===== config.mk =====
export PLATFORM = sky130hd
export DESIGN_NAME = div_arbiter
export DESIGN_NICKNAME = d
export VERILOG_FILES = /design/src/rtl/div_arbiter.sv
export SDC_FILE = /design/constraint.sdc
export NUM_CORES = 1
export LEC_CHECK = 0
export BUFFER_PORTS_ARGS = -buffer_cell sky130_fd_sc_hd__buf_2
export CAP_MARGIN = 20
export CORE_AREA = 4 4 62 64
export CTS_BUF_LIST = sky130_fd_sc_hd__clkbuf_2
export CTS_CLUSTER_SIZE = 10
export DETAILED_ROUTE_END_ITERATION = 12
export DIE_AREA = 0 0 66 68
export GPL_ROUTABILITY_DRIVEN = 1
export GPL_TIMING_DRIVEN = 0
export PLACE_DENSITY_LB_ADDON = 0.12
export SETUP_SLACK_MARGIN = 0.4
export SYNTH_ARGS = -nofsm -noshare
export SYNTH_HDL_FRONTEND = slang
export SYNTH_SLANG_ARGS = --single-unit

===== constraint.sdc =====
create_clock -name clk -period 4.3 [get_ports clk]
set_clock_uncertainty 0.15 [all_clocks]
set_input_delay 0.645 -clock clk [delete_from_list [all_inputs] [get_ports clk]]
set_output_delay 0.645 -clock clk [all_outputs]
set_load 0.01 [all_outputs]

===== src/rtl/div_arbiter.sv =====
// Two-requester round-robin front end for a shared signed divider.
// Zero divisors are answered locally without starting the divider.
module div_arbiter #(
    parameter int N = 8,
    parameter int M = 4
) (
    input  logic         clk,
    input  logic         reset,
    input  logic         req0,
    input  logic         req1,
    input  logic [N-1:0] a0,
    input  logic [N-1:0] a1,
    input  logic [M-1:0] b0,
    input  logic [M-1:0] b1,
    output logic         done0,
    output logic         done1,
    output logic [N-1:0] q_out,
    output logic [M-1:0] r_out,
    output logic         dz,
    output logic         busy,
    output logic         div_start,
    output logic [N-1:0] div_word1,
    output logic [M-1:0] div_word2,
    input  logic [N-1:0] div_quotient,
    input  logic [M-1:0] div_remainder,
    input  logic         div_ready
);

    typedef enum logic [1:0] {
        IDLE  = 2'd0,
        START = 2'd1,
        BUSY  = 2'd2,
        DONE  = 2'd3
    } state_t;

    state_t         state_q, state_d;
    logic           owner_q, owner_d;
    logic           prio_q, prio_d;
    logic           seen_low_q, seen_low_d;
    logic [N-1:0]   word1_q, word1_d;
    logic [M-1:0]   word2_q, word2_d;
    logic [N-1:0]   quot_q, quot_d;
    logic [M-1:0]   rem_q, rem_d;
    logic           dz_q, dz_d;

    logic           grantSel;
    logic [N-1:0]   selA;
    logic [M-1:0]   selB;

    // prio_q names the requester that wins a tie: the one not served last
    assign grantSel = (req0 && req1) ? prio_q : req1;
    assign selA     = grantSel ? a1 : a0;
    assign selB     = grantSel ? b1 : b0;

    always_ff @(posedge clk or negedge reset) begin
        if (!reset) begin
            state_q    <= IDLE;
            owner_q    <= 1'b0;
            prio_q     <= 1'b0;
            seen_low_q <= 1'b0;
            word1_q    <= '0;
            word2_q    <= '0;
            quot_q     <= '0;
            rem_q      <= '0;
            dz_q       <= 1'b0;
        end else begin
            state_q    <= state_d;
            owner_q    <= owner_d;
            prio_q     <= prio_d;
            seen_low_q <= seen_low_d;
            word1_q    <= word1_d;
            word2_q    <= word2_d;
            quot_q     <= quot_d;
            rem_q      <= rem_d;
            dz_q       <= dz_d;
        end
    end

    always_comb begin
        state_d    = state_q;
        owner_d    = owner_q;
        prio_d     = prio_q;
        seen_low_d = seen_low_q;
        word1_d    = word1_q;
        word2_d    = word2_q;
        quot_d     = quot_q;
        rem_d      = rem_q;
        dz_d       = dz_q;
        div_start  = 1'b0;
        done0      = 1'b0;
        done1      = 1'b0;

        case (state_q)
            IDLE: begin
                if (req0 || req1) begin
                    owner_d    = grantSel;
                    prio_d     = ~grantSel;
                    word1_d    = selA;
                    word2_d    = selB;
                    seen_low_d = 1'b0;
                    if (selB == '0) begin
                        quot_d  = '1;
                        rem_d   = selA[M-1:0];
                        dz_d    = 1'b1;
                        state_d = DONE;
                    end else begin
                        state_d = START;
                    end
                end
            end
            START: begin
                div_start = 1'b1;
                state_d   = BUSY;
            end
            BUSY: begin
                // a ready left high from an earlier operation must be seen to drop first
                if (!div_ready) begin
                    seen_low_d = 1'b1;
                end else if (seen_low_q) begin
                    quot_d  = div_quotient;
                    rem_d   = div_remainder;
                    dz_d    = 1'b0;
                    state_d = DONE;
                end
            end
            DONE: begin
                done0   = ~owner_q;
                done1   = owner_q;
                state_d = IDLE;
            end
            default: state_d = IDLE;
        endcase
    end

    assign busy      = (state_q != IDLE);
    assign div_word1 = word1_q;
    assign div_word2 = word2_q;
    assign q_out     = quot_q;
    assign r_out     = rem_q;
    assign dz        = dz_q;

endmodule

## Word-level counts from Yosys, hierarchy flattened

Index checks and enable logic that the tools add are counted.

- Bits in registers: 30
- Input port bits: 41
- Output and inout port bits: 29
- Logic and storage cells: 58

- Equality and inequality tests: 8
- Mux-type cells: 29
- Bitwise gates (word level): 2
- Reductions and logical operators: 10

Operator list:

| cell | number |
|---|---|
| 8-bit 2-to-1 mux | 5 |
| 4-bit 2-to-1 mux | 5 |
| 8-bit one-hot mux with 2 select lines | 1 |
| 1-bit 2-to-1 mux | 10 |
| 2-bit != test, second input constant | 5 |
| 2-bit 2-to-1 mux | 4 |
| 2-bit one-hot mux with 4 select lines | 1 |
| 4-bit one-hot mux with 2 select lines | 1 |
| 3-bit AND reduction | 2 |
| 5-bit AND reduction | 1 |
| 2-bit equality test, second input constant | 2 |
| 4-bit logical NOT | 1 |
| 1-bit one-hot mux with 2 select lines | 2 |
| 2-bit nonzero test | 2 |
| 2-bit by 1-bit equality test with 1-bit output, second input constant | 1 |
| 2-bit logical NOT | 1 |
| 1-bit inverter | 2 |
| 2-bit AND reduction | 1 |
| 1-bit logical AND | 1 |
| 1-bit logical OR | 1 |

## Logic depth before layout (Yosys ltp)

Gate-level depths: netlist (run 1).

- Word-level depth: 7
- Depth in mapped cells: 8
- Gate-level depth less buffers: 6

## Least setup slack after synthesis (run 1)

No wires, ideal clock.

- Kind: in2reg
- Start point: in b1[0]
- End point: reg quot_q[3] (netlist: q_out[3])
- Library setup time: 125 ps
- Data arrival time: 1,931 ps
- Required time: 4,025 ps
- Setup slack: 2,094 ps
- Cell stages on the path: 5
- Buffers on the path: 1
- Path through: nor4_2 > nand3_2 > a311oi_4 > buf_8 > mux2_4

- Word-level cells in the longest chain between the ends: 4

RTL lines:

| element | RTL line | RTL |
|---|---|---|
| from (decl) | 14 | `input logic [M-1:0] b1,` |
| 4-bit 2-to-1 mux | 53 | `assign selB = grantSel ? b1 : b0;` |
| 4-bit logical NOT | 101 | `if (selB == '0) begin` |
| 2-bit != test (no source line) | -- |  |
| 5-bit AND reduction (no source line) | -- |  |
| to (signal assigned) | 73 | `quot_q <= quot_d;` |
| to (decl) | 42 | `logic [N-1:0] quot_q, quot_d;` |

No other way between the ends.
A chain may end at the register's enable or synchronous reset.

## Final worst setup path (run 1)

- Start point: reg state_q[1]
- End point: reg quot_q[5] (netlist: q_out[5])

- Word-level cells in the longest chain between the ends: 3
- Elaborated cells between the ends (all ways): 9
- Those cells by class: 5 x eq/ne; 1 x mux; 3 x reduce/logical

RTL lines:

| element | RTL line | RTL |
|---|---|---|
| from (decl) | 36 | `state_t state_q, state_d;` |
| from (signal assigned) | 67 | `state_q <= state_d;` |
| 2-bit equality test / 2-bit logical NOT (equally long branches) | 93 | `case (state_q)` |
| 2-bit != test (no source line) / 2-bit nonzero test (equally long branches) | -- |  |
| 5-bit AND reduction (no source line) | -- |  |

Parallel ways exist; a longest one is shown, timed or not.

==> results.cfg, run 1 <==
[placement]
dp_hpwl_um = 3126
place_area_um2 = 2076
port_buffers = 69
gp_congestion = 0.8139

[timing]
period_minus_slack_ps = 2359
finalSetupTns_ps = 0
finalHoldViolations = 0
drv_slew = 0
period_share = 0.5486
worstMarginPinSlew_ps = 656.3
setup-violations-final = 0
slew_headroom = 0.5625
fmax_mhz = 423.9
rsz0062_at_grt = no

[critical_path]
critPathSlowestCell = dfrtp_1
arrival_ps = 2460
path_max_fanout = 10
rr_worst_depth = 8
cp-end-kind = register
r2r_slack_ps = 1940
cp.required_ps = 4400
worstReg2RegEnd = q_out[5]
cp_slowest_stage_delay_ps = 440
critPathKind = reg2reg
crit_chain = inv_1, ha_1, buf_4, inv_2, mux2_2, a311oi_4, buf_8, mux2_4
r2r_start = state_q[1]
startpoint_type = register

[route]
detail-route-antenna-nets = 0
drt_pass1_iterations = 4
drt_iter0_drc = 63
drt-total-wl_um = 3994
via_per_inst = 5.137
drcViolationCount = 0
vias = 1392
wl_per_cell_um = 14.74

[final_layout]
drive_gt1_frac = 0.5156
area_growth_pct = 26.18
antenna_cells = 0
finalNetCount = 271
finish.instance_area_um2 = 2111

[floorplanning]
ioPinCount = 70
core-area_um2 = 3284
die-area_um2 = 4488
initial_core_util = 0.5093
die-height_um = 68
chipWidth_um = 66
fp-row-count = 21

[cts]
cts_resized = 0
post_cts_buffers = 0
clk_pin_slew_ps = 140
h-tree-depth = 2
clock_latency_ps = 350
cts-root-buf = clkbuf_2
cts_made_buffers = 5
postCtsHoldBufs = 0
cts_tree = built
clock_path_buffers = 2
cts.sinks = 30

[global_route]
grt_overflow = 0
grt_pass1_wl_um = 6244
antenna_found_initial = 0
grt_pass1_vias = 1389
grt_usage = 0.1858
grt_max_degree = 31

[job]
drv_cap = 0

[yosys]
synth_ff_type = dfrtp_1
synthSimpleGateAreaFrac = 0.1795
seq_area_frac_synth = 0.4488
avgSynthCellArea_um2 = 11.23
synthAdderAreaFrac = 0.03740
synth_top_area_share = 0.4488
synth.most_common_cell = dfrtp_1
synth_compound_area_frac = 0.1309
synth_xor_area_frac = 0
yosysTopAreaCell = dfrtp_1
synthDistinctLibCells = 39
synth_edf_count = 0
synth_common_cells = 30 x dfrtp_1, 19 x nand2_1, 11 x o21ai_0
synthCells = 149
ys_ff_latch = 30
async_flop_share = 1.000
synth_fp_nets = 195
syn_area_um2 = 1673
synthTopCellsByArea = dfrtp_1 45%, mux2_4 8.1%, nand2_1 4.3%
muxShareOfSynthArea = 0.1563
ys_warn_count = 0
synth_top_family_by_area = simple AND/OR/NAND/NOR gates

[power_and_ir_drop]
ir_drop_mv = 0.3805
clockPowerShare = 0.093
swShare = 0.3960
powerDensity_nw_per_um2 = 667.6
p_comb_frac = 0.560
p_sw_mw = 0.5580
power_mw = 1.409
internal_power_mw = 0.8511
seq_power_share = 0.347
p_leak_nw = 1.050

[worst_hold_path]
hp-class = in2async

[run_status]
status = completed
[cell type report]
cell class	instances	area, um2
Sequential cell	30	750.7
Buffer	7	56.30
Inverter	6	22.52
Clock buffer	7	35.03
Multi-Input combinational cell	106	843.3
Fill cell	253	1174
Timing Repair Buffer	69	345.3
Tap cell	46	57.56
[flip-flops by register name (all words and copies together), names as in the netlist]
| register | count |
|---|---|
| div_word1 | 8 |
| div_word2 | 4 |
| state_q | 2 |
| prio_q | 1 |
| q_out | 8 |
| dz | 1 |
| r_out | 4 |
| seen_low_q | 1 |
| owner_q | 1 |
[metal layers]
| layer | GRT usage | up-vias | share of wire |
|---|---|---|---|
| met5 | 0 | - | 0 |
| met4 | 0.07360 | 0 | 0.016 |
| met3 | 0.06076 | 8 | 0.060 |
| met2 | 0.3054 | 46 | 0.49 |
| met1 | 0.2272 | 664 | 0.43 |
| li1 | - | 674 | - |
[critical path, delay by kind of cell (launching register included)]
kind                       cells  cell delay, ps
DFF                            1             440
buffers and inverters          4             580
AOI/OAI and AO/OA              1             350
muxes                          2             590
adders and majority gates      1             160
[power by group through the flow]
stage / Sequential, mW / Combinational [mW] / Clock, mW
2_1_floorplan: 0.539 / 0.496 / 0
3_3_place_gp: 0.485 / 0.767 / 0
3_5_place_dp: 0.496 / 0.794 / 0
4_1_cts: 0.490 / 0.799 / 0.134
5_1_grt: 0.507 / 0.866 / 0.145
6_report: 0.489 / 0.789 / 0.131
[cells in the final DEF, fill, tap and decap left out, drive strengths merged, types with 2 or more instances in the layout]
cell type  synthesis  layout
buf                4      73
dfrtp             30      30
nand2             19      19
mux2              14      14
o21ai             12      12
or2b              10      10
clkbuf             2       9
mux2i              7       7
inv                6       6
ha                 5       5
nand3              5       5
nor2               4       4
a32oi              4       4
and3               3       3
a21boi             3       3
o31a               3       3
a21oi              3       3
nand2b             3       3
nor4               2       2
[logic make-up (layout without fill, tap and decap cells)]
logic type / count (synthesis) / after routing
AO/OA/AOI/OAI: 29 / 29
adder cells (fa/ha/maj): 5 / 5
buffers and inverters: 13 / 89
flip-flops: 30 / 30
multiplexers: 21 / 21
AND/OR/NAND/NOR: 51 / 51
[metrics by stage]
| stage | util | hold slack [ps] | worst slack (ps) | instances |
|---|---|---|---|---|
| after detailed placement | 0.6320 | 320.7 | 1757 | 264 |
| after global routing | 0.6427 | 169.2 | 1832 | 271 |
| final | 0.6427 | 155.6 | 1941 | 271 |
| after CTS | 0.6427 | 167.3 | 1927 | 271 |
| after floorplan | - | 199.4 | 2094 | 149 |
| after global placement | 0.6320 | 306.6 | 1815 | 264 |
[worst max path at each step]
stage               depth (start not counted)  endpoint        from
finish                                      8  q_out[5]  state_q[1]
global route                                8  q_out[7]  state_q[1]
global placement                            6  r_out[0]       b0[0]
floorplan                                   5  q_out[3]       b1[0]
CTS                                         8  q_out[5]  state_q[1]
detailed placement                          6  q_out[5]       b0[0]
No activity file was read; power rests on OpenSTA's default activity.
==> run 2, diff against run 1 <==
ABC_AREA = 1   (was not set)
CORE_AREA = 4 4 65 67   (was 4 4 62 64)
DIE_AREA = 0 0 69 71   (was 0 0 66 68)
clock period = 1.95 ns   (was 4.3 ns; I/O delays follow)
==> run 2 against run 1 <==
The run now ends with hold timing left. Flip-flop and latch count unchanged. Power increased to 3.3 times the previous value. Combinational power increased to 4.0 times the previous value. Global-route usage about the same. Routed wire length increased by 25%. Clock power increased by 140%. Critical endpoint is now div_word1[3]. Critical path depth increased by 3.
==> results.cfg, run 2 <==
[run_status]
violations = hold timing
status = finished with violations

[yosys]
synthDistinctLibCells = 20
ys_ff_latch = 30
synth_top_area_share = 0.4751
async_flop_share = 1.000
synthCells = 196
avgSynthCellArea_um2 = 8.063
synth_ff_type = dfrtp_1
ys_warn_count = 0
synth.most_common_cell = nand2_1
syn_area_um2 = 1580
seq_area_frac_synth = 0.4751
synth_fp_nets = 242
synth_common_cells = 55 x nand2_1, 31 x nand3_1, 30 x dfrtp_1
synth_edf_count = 0
yosysTopAreaCell = dfrtp_1
synthTopCellsByArea = dfrtp_1 48%, nand2_1 13%, nand3_1 9.8%

[timing]
period_share = 0.9479
fmax_mhz = 541.0
period_minus_slack_ps = 1848
timing.hold.ws_ps = -6.483
finalHoldViolations = 2
rsz0062_at_grt = yes
worstMarginPinSlew_ps = 698.9
finalSetupTns_ps = 0
drv_slew = 0
setup-violations-final = 0
slew_headroom = 0.5341
finalWorstSetupSlack_ps = 101.7

[placement]
gp_congestion = 0.7513
place_ws_ps = 156.8
dp_hpwl_um = 3002
port_buffers = 69

[cts]
clock_path_buffers = 2
clock_latency_ps = 380
cts.sinks = 30
clk_pin_slew_ps = 170
cts_tree = built
cts-root-buf = clkbuf_2
h-tree-depth = 2
cts_made_buffers = 5

[global_route]
grt_overflow = 0
grt_pass1_wl_um = 7355
grt_pass1_vias = 1675
grt_usage = 0.1853
grt_max_degree = 31
antenna_found_initial = 0

[critical_path]
critPathKind = reg2reg
startpoint_type = register
cp.required_ps = 2070
path_max_fanout = 5
cp-end-kind = register
arrival_ps = 1970

[route]
drcViolationCount = 0
wl_per_cell_um = 14.01
drt_pass1_iterations = 4
detail-route-antenna-nets = 0
vias = 1724
drt_iter0_drc = 61
via_per_inst = 4.843
drt-total-wl_um = 4988

[power_and_ir_drop]
swShare = 0.4420
powerDensity_nw_per_um2 = 1760
ir_drop_mv = 0.8143
seq_power_share = 0.252
clockPowerShare = 0.067
internal_power_mw = 2.581
p_sw_mw = 2.045
p_comb_frac = 0.681
p_leak_nw = 1.363

[floorplanning]
core-area_um2 = 3633
fp-row-count = 22
initial_core_util = 0.4349
ioPinCount = 70
die-height_um = 71
die-area_um2 = 4899
chipWidth_um = 69

[final_layout]
most-common-layout-cells = 69 x buf_2, 32 x nand2_1, 30 x dfrtp_1, 24 x nand3_1
final_common_cell = buf_2
final_util = 0.7235
drive_gt1_frac = 0.6104
area_growth_pct = 66.35
fillers = 292
finalNetCount = 353
antenna_cells = 0

[job]
drv_cap = 0

[worst_hold_path]
hp-class = in2reg
## run 2: cell count changes after synthesis, sizes merged, moves of 8 or more
cell / delta
nand2: +42
or2b: -10
inv: +11
mux2: -14
nand3: +26
or2: +8
## run 2: layer usage
metal | share of wire | wire length, um | global-route usage
met4 | 0.020 | 102 | 0.05206
met2 | 0.52 | 2576 | 0.3220
met5 | 0 | 0 | 0
met3 | 0.052 | 257 | 0.05824
met1 | 0.41 | 2052 | 0.2210
## run 2: critical path, stage by stage (launching register included)
cell	delay [ps]
dfrtp_1	440
buf_6	140
inv_4	60
ha_4	120
buf_8	110
inv_4	40
buf_6	100
a21oi_4	210
inv_2	120
buf_6	160
nand2_2	50
o21ai_2	40
## run 2: timing repair
action,4_1_cts,5_1_grt
hold buffers,1,1
endpoints found under the setup margin,32,34
pin swaps,8,2
setup buffers,21,10
endpoints found under the hold margin,30,1
gates resized for setup,40,43
gates cloned,2,0
## run 2: power groups by stage
stage / Clock, mW / Sequential, mW / Combinational (mW)
after detailed placement: 0 / 1.13 / 2.02
after global placement: 0 / 1.13 / 1.98
after global routing: 0.342 / 1.21 / 3.42
after floorplan: 0 / 1.25 / 1.26
after CTS: 0.312 / 1.13 / 2.62
final: 0.312 / 1.17 / 3.15
## run 2: cell type report
cell class / instances / area (um2) / area share
clock buffer: 6 / 30.03 / 0.01142
inverter: 17 / 75.07 / 0.02856
timing repair buffer: 104 / 665.6 / 0.2532
multi-input combinational: 141 / 947.2 / 0.3603
tap: 48 / 60.06 / 0.02285
clock inverter: 2 / 8.758 / 0.003332
buffer: 8 / 91.34 / 0.03475
sequential: 30 / 750.7 / 0.2856
## run 2: metrics by stage
stage          cell area, um2  instances  total power [mW]
2_1_floorplan            1633        196             2.516
3_3_place_gp             2038        313             3.113
3_5_place_dp             2038        313             3.151
4_1_cts                  2411        345             4.062
5_1_grt                  2629        356             4.970
6_report                 2629        356             4.626
## run 2: cells by family (layout without fill, tap and decap cells)
| family | count (synthesis) | count (layout) | synth area share |
|---|---|---|---|
| AND/OR/NAND/NOR | 111 | 111 | 0.3278 |
| flip-flops | 30 | 30 | 0.4751 |
| AO/OA/AOI/OAI | 25 | 25 | 0.08471 |
| buffers and inverters | 25 | 137 | 0.07284 |
| adder cells (fa/ha/maj) | 5 | 5 | 0.03959 |
## run 2: final timing paths
path	start	end	slack (ps)	cells past startpoint
max	state_q[1]	div_word1[3]	100	11
min	a0[6]	div_word1[6]	-6	3
max reg2reg	state_q[1]	div_word1[3]	100	11
min reg2reg	q_out[1]	q_out[1]	340	2
max in group asynchronous	reset	state_q[1]	870	2
min in group asynchronous	reset	state_q[0]	320	2
